==> config.mk <==
export PLATFORM = sky130hd
export DESIGN_NAME = ibexc_tsmap_arbiter
export DESIGN_NICKNAME = d
export VERILOG_FILES = /design/src/rtl/ibexc_tsmap_arbiter.sv
export SDC_FILE = /design/constraint.sdc
export NUM_CORES = 1
export LEC_CHECK = 0
export BUFFER_PORTS_ARGS = -buffer_cell sky130_fd_sc_hd__clkbuf_2
export CAP_MARGIN = 20
export CORE_AREA = 2 2 121 123
export DETAILED_ROUTE_END_ITERATION = 16
export DIE_AREA = 0 0 123 125
export SETUP_SLACK_MARGIN = 0.4
export SYNTH_ARGS = -nofsm -noshare
export SYNTH_HDL_FRONTEND = slang
export SYNTH_SLANG_ARGS = --single-unit
export TNS_END_PERCENT = 1
==> constraint.sdc <==
create_clock -name clk_i -period 3.7 [get_ports clk_i]
set_input_delay 0.74 -clock clk_i [delete_from_list [all_inputs] [get_ports clk_i]]
set_output_delay 0.74 -clock clk_i [all_outputs]
set_load 0.005 [all_outputs]
==> src/rtl/ibexc_tsmap_arbiter.sv <==
// TS map SRAM arbiter: the core has absolute read priority, and the revoker gets leftover cycles.
// Optional event counters are built only when IBEXC_TSMAP_ARB_STATS_EN is defined.
module ibexc_tsmap_arbiter #(
  parameter int unsigned TSMapSize   = 1024,
  parameter int unsigned StarveLimit = 15
) (
  input  logic        clk_i,
  input  logic        rst_i,
  input  logic        core_cs_i,
  input  logic [15:0] core_addr_i,
  output logic [31:0] core_rdata_o,
  input  logic        rev_req_i,
  input  logic        rev_we_i,
  input  logic [15:0] rev_addr_i,
  input  logic [31:0] rev_wdata_i,
  output logic        rev_gnt_o,
  output logic        rev_rvalid_o,
  output logic [31:0] rev_rdata_o,
  output logic        rev_err_o,
  output logic        rev_starve_o,
  output logic        mem_cs_o,
  output logic        mem_we_o,
  output logic [15:0] mem_addr_o,
  output logic [31:0] mem_wdata_o,
  input  logic [31:0] mem_rdata_i,
  output logic [31:0] stat_core_o,
  output logic [31:0] stat_rev_o,
  output logic [31:0] stat_conflict_o
);

  localparam logic [2:0] StIdle   = 3'd0;
  localparam logic [2:0] StCoreRd = 3'd1;
  localparam logic [2:0] StRevRd  = 3'd2;
  localparam logic [2:0] StRevWr  = 3'd3;
  localparam logic [2:0] StRevErr = 3'd4;

  localparam logic [16:0] MapLimit = 17'(TSMapSize);
  localparam logic [7:0]  Limit    = 8'(StarveLimit);

  logic [2:0]  state_q, state_d;
  logic        core_oor_q;
  logic [31:0] core_hold_q;
  logic [7:0]  starve_cnt_q;

  logic        core_oor, rev_oor, core_go, rev_gnt;
  logic [31:0] core_rd_now;

  assign core_oor = {1'b0, core_addr_i} >= MapLimit;
  assign rev_oor  = {1'b0, rev_addr_i} >= MapLimit;
  assign core_go  = ~rst_i & core_cs_i;
  assign rev_gnt  = ~rst_i & rev_req_i & ~core_cs_i;

  assign rev_gnt_o = rev_gnt;

  always_comb begin
    mem_cs_o    = 1'b0;
    mem_we_o    = 1'b0;
    mem_addr_o  = core_addr_i;
    mem_wdata_o = rev_wdata_i;
    if (core_go) begin
      mem_cs_o = ~core_oor;
    end else if (rev_gnt) begin
      mem_cs_o   = ~rev_oor;
      mem_we_o   = rev_we_i & ~rev_oor;
      mem_addr_o = rev_addr_i;
    end
  end

  always_comb begin
    state_d = StIdle;
    if (core_go) begin
      state_d = StCoreRd;
    end else if (rev_gnt) begin
      if (rev_oor) begin
        state_d = StRevErr;
      end else if (rev_we_i) begin
        state_d = StRevWr;
      end else begin
        state_d = StRevRd;
      end
    end
  end

  always_ff @(posedge clk_i) begin
    if (rst_i) begin
      state_q      <= StIdle;
      core_oor_q   <= 1'b0;
      core_hold_q  <= '0;
      starve_cnt_q <= '0;
    end else begin
      state_q    <= state_d;
      core_oor_q <= core_oor;
      if (state_q == StCoreRd) begin
        core_hold_q <= core_rd_now;
      end
      if (rev_req_i && !rev_gnt) begin
        if (starve_cnt_q != Limit) begin
          starve_cnt_q <= starve_cnt_q + 8'd1;
        end
      end else begin
        starve_cnt_q <= '0;
      end
    end
  end

  // Outputs are masked during reset so the reset cycle itself shows reset values.
  assign core_rd_now  = core_oor_q ? 32'd0 : mem_rdata_i;
  assign core_rdata_o = rst_i ? 32'd0 : ((state_q == StCoreRd) ? core_rd_now : core_hold_q);

  always_comb begin
    rev_rvalid_o = 1'b0;
    rev_err_o    = 1'b0;
    rev_rdata_o  = '0;
    if (!rst_i) begin
      case (state_q)
        StRevRd: begin
          rev_rvalid_o = 1'b1;
          rev_rdata_o  = mem_rdata_i;
        end
        StRevWr:  rev_rvalid_o = 1'b1;
        StRevErr: begin
          rev_rvalid_o = 1'b1;
          rev_err_o    = 1'b1;
        end
        default: ;
      endcase
    end
  end

  assign rev_starve_o = ~rst_i & (starve_cnt_q == Limit);

`ifdef IBEXC_TSMAP_ARB_STATS_EN
  logic [31:0] stat_core_q, stat_rev_q, stat_conflict_q;

  always_ff @(posedge clk_i) begin
    if (rst_i) begin
      stat_core_q     <= '0;
      stat_rev_q      <= '0;
      stat_conflict_q <= '0;
    end else begin
      if (core_go && !core_oor && stat_core_q != 32'hFFFF_FFFF) begin
        stat_core_q <= stat_core_q + 32'd1;
      end
      if (rev_gnt && stat_rev_q != 32'hFFFF_FFFF) begin
        stat_rev_q <= stat_rev_q + 32'd1;
      end
      if (core_cs_i && rev_req_i && stat_conflict_q != 32'hFFFF_FFFF) begin
        stat_conflict_q <= stat_conflict_q + 32'd1;
      end
    end
  end

  assign stat_core_o     = rst_i ? 32'd0 : stat_core_q;
  assign stat_rev_o      = rst_i ? 32'd0 : stat_rev_q;
  assign stat_conflict_o = rst_i ? 32'd0 : stat_conflict_q;
`else
  assign stat_core_o     = '0;
  assign stat_rev_o      = '0;
  assign stat_conflict_o = '0;
`endif

endmodule
# After elaboration in Yosys (flattened, before gate mapping)
# Cells that the tools add are included.
# totals
reg_bits,44
latch_bits,0
ram_bits,0
mem_bits_ro,0
mem_count,0
# classes
addsub,1
n_mul,0
n_div,0
n_lt_le_gt_ge,2
n_eq_ne,6
shift,0
muxes,19
n_bitwise,11
reduce_logical,6
# ops
cell,n
two-way mux 32 bit,5
"greater-or-equal comparator 16 x 11 -> 1 bit, second input constant",2
two-way mux 16 bit,2
two-way mux 1 bit,11
"adder 8 x 1 -> 8 bit, second input constant",1
"== test 8 x 4 -> 1 bit, second input constant",1
"inequality test 8 x 4 -> 1 bit, second input constant",1
"== test 3 x 2 -> 1 bit, second input constant",2
NOT 1 bit,6
OR reduction 3 bit,2
AND 1 bit,5
OR reduction 4 bit,1
"== test 3 x 1 -> 1 bit, second input constant",1
"== test 3 bit, second input constant",1
two-way mux 3 bit,1
OR reduction 2 bit,1
logical AND 1 bit,1
logical NOT 1 bit,1

# Longest topological paths before layout
# Gate-level depths: netlist of run 1.
# depth
ltp_word,7
depth_mapped,5

# Least setup slack after synthesis of run 1
# Ideal clock, no wire load.
# synth_path
path_kind,input to output
from,in core_cs_i
to,out mem_addr_o[0]
t_arrival_ps,1629
path_slack_ps,1331
stages,3
path_cell_list,nor3b_1 > buf_2 > mux2_2
# synth_between
elab_chain_len,4
# synth_lines
item,line_no,source
start: declaration,9,"input logic core_cs_i,"
NOT 1 bit,51,assign rev_gnt = ~rst_i & rev_req_i & ~core_cs_i;
AND 1 bit,51,
two-way mux 16 bit,62,end else if (rev_gnt) begin
two-way mux 16 bit *,60,if (core_go) begin
end: declaration,23,"output logic [15:0] mem_addr_o,"
# Mark *: on every way between the ends. The rest lies on a longest branch, timed or not.

# Final worst setup path of run 1
# layout_path
from,in rst_i
to,out mem_addr_o[10]
# layout_between
elab_chain_len,5
# layout_lines
item,line_no,source
start: declaration,8,"input logic rst_i,"
NOT 1 bit *,"50, 51",
AND 1 bit (2 in series),51,
two-way mux 16 bit,62,
two-way mux 16 bit *,60,
# Marks and branches as above.

==> metrics.md, run 1 <==
| Metric | Value |
|---|---|
| Clk_lat worst skew | 0.29 ns |
| Placer Congestion | 0.751 |
| CP Class | primary input to output port |
| Status | complete, no violations |
| Distinct cells, synth | 40 |
| Largest net degree at the start of global routing | 33 |
| Sequential area share after synthesis | 0.274 |
| Synth top area cells | buf_4, dfxtp_1, nand3b_1, and2_1, a21oi_1 |
| Core Box Area | 14200 sq um |
| Adder-cell share of the synthesized area | 0.00389 |
| Grt ovf | 0 |
| HPWL Detailed | 6460 um |
| Num ports | 315 |
| Synthesis Warnings | 0 |
| Synth Cell Area | 3220 sq um |
| Crit path DAT | 2.21 ns |
| Post-DRT Antenna Nets | 0 |
| Avg Inst Size Synth | 8.12 sq um |
| Final Net Count | 612 |
| Post-Place Cell Area | 3590 sq um |
| Diode count | 0 |
| Largest family of logic cells by synthesized area | buffers and inverters |
| CP Max Fanout | 22 |
| CP startpoint | rst_i |
| Period utilization | 0.797 |
| # fillers | 1597 |
| Pre-Repair DR Iteration Count | 4 |
| Worst setup SP type | primary input |
| Tot Pwr | 1170 uW |
| Initial antenna violation count | 0 |
| R2r endpoint | core_hold_q[28] |
| Synth-to-layout area growth | 16.7% |
| Final clock skew | 0.00759 ns |
| Root buf cell | clkbuf_16 |
| R2R Setup Slk | 2.04 ns |
| Drt initial violations | 64 |
| Synthesized flop and latch total | 44 |
| TritonCTS Buffers | 5 |
| Chip width | 123 um |
| Die area | 15400 sq um |
| Synthesized instance count | 396 |
| WP data required | 2.96 ns |
| Commonest non-fill, non-tap cell in the layout | clkbuf_2 |
| Vias in the first global route | 2263 |
| Cell taking the most area after synthesis | buf_4 |
| Slew HR | 0.384 |
| Xor and xnor fraction of the mapped netlist area | 0 |
| Synth top area share | 0.299 |
| Number of cell rows | 44 |
| Simple logic cell fraction of the synthesized area | 0.252 |
| Count of final setup violators | 0 |
| Least-Margin Pin Slew | 0.923 ns |
| HP Class | register to register |
| GRT Total Usage | 0.100 |
| Post-CTS Setup Inserts | 0 |
| Commonest non-fill, non-tap cells in the layout | clkbuf_2, conb_1, dfxtp_1, a21oi_1, nand2_1 |
| Fmax | 0.339 GHz |
| Clock sinks | 44 |
| Hold Slack | 0.457 ns |
| Clock transition at the registers of the reported paths | 0.06 ns |
| Layout cells sized above 1 | 0.358 |
| MaxCap Viol Count | 0 |
| Vias after detailed routing | 2680 |
| Final Non-Filler Cells | 695 |
| Die height | 125 um |
| Worst r2r src | state_q[0] |
| Htree depth | 2 |
| Hold-fix buffers, CTS | 0 |
| Resize count post-CTS | 0 |
| Crit end category | output port |
| Post-layout instance area | 3750 sq um |
| Initial core utilization | 0.226 |
| Slew Viols, Final | 0 |
| First-pass GRT wire length | 11600 um |
| Setup TNS | 0 ns |
| Clk buf depth | 2 |
| Mux cell area share after synthesis | 0.0560 |
| TritonCTS clock tree | done |
| Final Hold Viols | 0 |
| Wire length per cell | 11.9 um |
| Reg2reg path depth | 4 |
| Power Density | 311 nW/um^2 |
| DRC | 0 |
| Worst setup path end | mem_addr_o[10] |
| Final min period | 2.95 ns |
| Inst Count DP | 687 |
| P_leak | 0.00181 uW |
| RSZ-0062 raised after global routing | false |
| Peak VDD IR | 0.146 mV |
| IO Port Bufs | 154 |
| Post-synthesis compound-gate area fraction | 0.0844 |
| Final WL | 8250 um |
| Via density | 3.86 |
area by class of cell:
type	count	area [sq um]	share of cell area
Multi-Input combinational cell	299	1650	0.440
Sequential cell	44	881	0.235
Timing Repair Buffer	159	821	0.219
Tap cell	184	230	0.0613
Clock buffer	5	125	0.0333
Clock inverter	3	42.5	0.0113
Inverter	1	3.75	0.00100
worst max-delay path, cell delays in order:
cell	delay [ns]
clkbuf_2	0.31
nor3b_2	0.39
buf_4	0.29
mux2_2	0.36
clkbuf_2	0.11
kinds of logic after synthesis:
family                   Yosys count
AO/OA/AOI/OAI                     50
adder cells (fa/ha/maj)            1
AND/OR/NAND/NOR                  136
multiplexers                      16
flip-flops                        44
other                              1
buffers and inverters            148
worst min-delay path by stage:
stage	start	to	slack (ns)	cells after the start
after floorplan	core_hold_q[0]	core_hold_q[0]	0.45	2
after global placement	core_hold_q[1]	core_hold_q[1]	0.44	2
after detailed placement	core_hold_q[0]	core_hold_q[0]	0.45	2
after CTS	core_hold_q[0]	core_hold_q[0]	0.46	2
after global routing	core_hold_q[30]	core_hold_q[30]	0.47	2
final	core_hold_q[27]	core_hold_q[27]	0.46	2
Yosys cell counts (all sizes together):
library cell,number
and2,33
nor4,1
nor3b,2
buf,130
clkbuf,17
nand3b,33
or3b,2
or3,4
nand2,37
ha,1
a211oi,1
conb,1
nand3,4
o41a,1
dfxtp,44
nand2b,2
nor4b,1
o21ai,4
nor3,6
nand4,1
nor2b,1
and3,2
mux2,16
a21boi,1
a21oi,39
inv,1
or4,2
a31oi,2
o2bb2ai,1
a221oi,1
nor2,5
stage by stage:
stage	utilization	setup WS, ns
global placement	0.252	0.749
finish	0.264	0.753
CTS	0.264	0.727
detailed placement	0.252	0.728
floorplan	-	1.33
global route	0.264	0.622
per-layer routing:
metal	share of wire	wire length [um]	global-route usage
met1	0.38	3150	0.104
met2	0.49	4020	0.175
met3	0.089	737	0.0315
met4	0.041	342	0.0568
met5	0	0	0
sequential cells by signal (all words and copies together), names as in the netlist:
name          cells
core_hold_q      32
starve_cnt_q      8
state_q           3
core_oor_q        1
report_power, final:
part / switching [uW] / total [uW] / internal (uW)
Sequential: 9.25 / 496 / 487
Combinational: 94.4 / 166 / 71.6
Clock: 188 / 505 / 317
(Power assumes the default switching activity.)
==> inputs of run 2 (changes only) <==
Clock period 3.7 ns to 2.5 ns, I/O delays scaled along.
==> metrics.md, run 2 (synthesis gave the netlist of run 1 again) <==
| Metric | Value |
|---|---|
| Least-Margin Pin Slew | 0.554 ns (was 0.923 ns) |
| Vias after detailed routing | 2719 (was 2680) |
| WP data required | 2.00 ns (was 2.96 ns) |
| Crit end category | output port (unchanged) |
| Inst Count DP | 691 (was 687) |
| Wire length per cell | 12.3 um (was 11.9 um) |
| Number of cell rows | 44 (unchanged) |
| Levels on crit path | 5 (unchanged) |
| Num ports | 315 (unchanged) |
| Clk_lat worst skew | 0.29 ns (about the same) |
| Setup TNS | 0 ns (unchanged) |
| HP Class | register to register (unchanged) |
| P_leak | 0.00184 uW (was 0.00181 uW) |
| Core Box Area | 14200 sq um (unchanged) |
| Grt ovf | 0 (unchanged) |
| MaxCap Viol Count | 0 (unchanged) |
| Final Non-Filler Cells | 700 (was 695) |
| Fmax | 0.468 GHz |
| Clk buf depth | 2 (unchanged) |
| Max FFs per register | 32 (unchanged) |
| Reg with most FFs | core_hold_q (unchanged) |
| Largest regs | core_hold_q: 32 flops, starve_cnt_q: 8 flops, state_q: 3 flops (unchanged) |
| Slew HR | 0.628 (was 0.384) |
| R2R Setup Slk | 1.01 ns (was 2.04 ns) |
| R2r endpoint | starve_cnt_q[6] (was core_hold_q[28]) |
| CP top delay family | simple AND/OR/NAND/NOR gates (was buffers and inverters) |
| Die height | 125 um (unchanged) |
| Post-DRT Antenna Nets | 0 (unchanged) |
| Initial core utilization | 0.226 (unchanged) |
| Max Used Layer | met4 (unchanged) |
| Clock sinks | 44 (unchanged) |
| RSZ-0062 raised after global routing | true (was false) |
| Placer Congestion | 0.750 (was 0.751) |
| Slowest CP cell | or4_4 (was nor3b_2) |
| Htree depth | 2 (unchanged) |
| Period utilization | 0.855 |
| Post-layout instance area | 3830 sq um (was 3750 sq um) |
| Wire length on met3 | 736 um (was 737 um) |
| Chip width | 123 um (unchanged) |
| Final Net Count | 618 (was 612) |
| TritonCTS clock tree | done (unchanged) |
| Final clock skew | 0.00327 ns (was 0.00759 ns) |
| Power Density | 440 nW/um^2 (was 311 nW/um^2) |
| Clock transition at the registers of the reported paths | 0.06 ns (about the same) |
| Status | complete, no violations (unchanged) |
| GRT Total Usage | 0.106 (was 0.100) |
| Count of final setup violators | 0 (unchanged) |
| DRC | 0 (unchanged) |
| Buf/Inv on CP | 2 (was 3) |
| Met2 routed WL | 4220 um (was 4020 um) |
| HPWL Detailed | 6560 um (was 6460 um) |
| First-pass GRT wire length | 12300 um (was 11600 um) |
| CP Class | primary input to output port (unchanged) |
| Worst r2r src | starve_cnt_q[0] (was state_q[0]) |
| Post-Place Cell Area | 3600 sq um (was 3590 sq um) |
| Layout cells sized above 1 | 0.386 (was 0.358) |
| Peak VDD IR | 0.223 mV (was 0.146 mV) |
| Root buf cell | clkbuf_16 (unchanged) |
| IO Port Bufs | 154 (unchanged) |
| Synth-to-layout area growth | 19.0% (was 16.7%) |
| Final WL | 8580 um (was 8250 um) |
| Via density | 3.88 (was 3.86) |
| Crit path DAT | 1.64 ns (was 2.21 ns) |
| Pre-Repair DR Iteration Count | 4 (unchanged) |
| Commonest non-fill, non-tap cells in the layout | clkbuf_2, conb_1, dfxtp_1, nand2_1 (was clkbuf_2, conb_1, dfxtp_1, a21oi_1, nand2_1) |
| CP startpoint | rev_addr_i[12] (was rst_i) |
| Reg2reg path depth | 4 (unchanged) |
| Commonest non-fill, non-tap cell in the layout | clkbuf_2 (unchanged) |
| Drt initial violations | 43 (was 64) |
| Slew Viols, Final | 0 (unchanged) |
| Pre-CTS WS | 0.291 ns (was 0.728 ns) |
| Worst path cell trace | clkbuf_2, or4_4, nor3_4, and3_1, clkbuf_2 (was clkbuf_2, nor3b_2, buf_4, mux2_2, clkbuf_2) |
| Vias in the first global route | 2414 (was 2263) |
| Worst setup path end | mem_we_o (was mem_addr_o[10]) |
| TritonCTS Buffers | 5 (unchanged) |
| Worst setup SP type | primary input (unchanged) |
| CP Max Fanout | 4 (was 22) |
| Final Hold Viols | 0 (unchanged) |
| Core Util, Final | 0.269 (was 0.264) |
| Diode count | 0 (unchanged) |
| Initial antenna violation count | 0 (unchanged) |
| Most common cell on crit path | clkbuf_2 (unchanged) |
| Met1 Wirelength | 3280 um (was 3150 um) |
| Smallest setup slack after layout | 0.363 ns (was 0.753 ns) |
| Die area | 15400 sq um (unchanged) |
| Final min period | 2.14 ns |
| Slowest cell delay on critical path | 0.56 ns (was 0.39 ns) |
| Largest net degree at the start of global routing | 33 (unchanged) |
run 2: cell type report:
class	instances	area [sq um]
Inverter	1	3.75
Multi-Input combinational cell	299	1690
Fill cell	1588	10400
Tap cell	184	230
Sequential cell	44	885
Timing Repair Buffer	165	868
Clock buffer	7	153
run 2: worst min path at each step:
stage	startpoint	depth (start not counted)	slack [ns]	to
detailed placement	core_hold_q[0]	2	0.45	core_hold_q[0]
global route	core_hold_q[1]	2	0.47	core_hold_q[1]
finish	core_hold_q[1]	2	0.45	core_hold_q[1]
floorplan	core_hold_q[0]	2	0.45	core_hold_q[0]
CTS	core_hold_q[1]	2	0.46	core_hold_q[1]
global placement	core_hold_q[5]	2	0.44	core_hold_q[5]
run 2: routing by layer:
metal | GRT usage | vias up
li1 | - | 1330
met1 | 0.113 | 1219
met2 | 0.184 | 144
met3 | 0.0342 | 26
met4 | 0.0568 | 0
met5 | 0 | -
run 2: through the flow:
stage | total power, uW | hold WS (ns)
final | 1680 | 0.453
after global routing | 1790 | 0.474
after CTS | 1730 | 0.457
after detailed placement | 1000 | 0.449
after global placement | 1000 | 0.445
after floorplan | 1020 | 0.449
run 2: power by group:
| group | switching (uW) | internal, uW |
|---|---|---|
| sequential | 14.1 | 721 |
| combinational | 146 | 115 |
| clock | 269 | 420 |
run 2: worst register-to-register path: cells and delay by family, from the launching register on:
family          cells  cell delay (ns)
compound gates      1             0.14
simple gates        2             0.65
fa+ha+maj           1             0.23
flops               1             0.39
run 2: timing repair:
action                                  4_1_cts  5_1_grt
hold buffers                                  0        0
endpoints found under the setup margin       35       73
gates cloned                                  1        0
gates resized for setup                      10        7
buffers inserted                              1        0
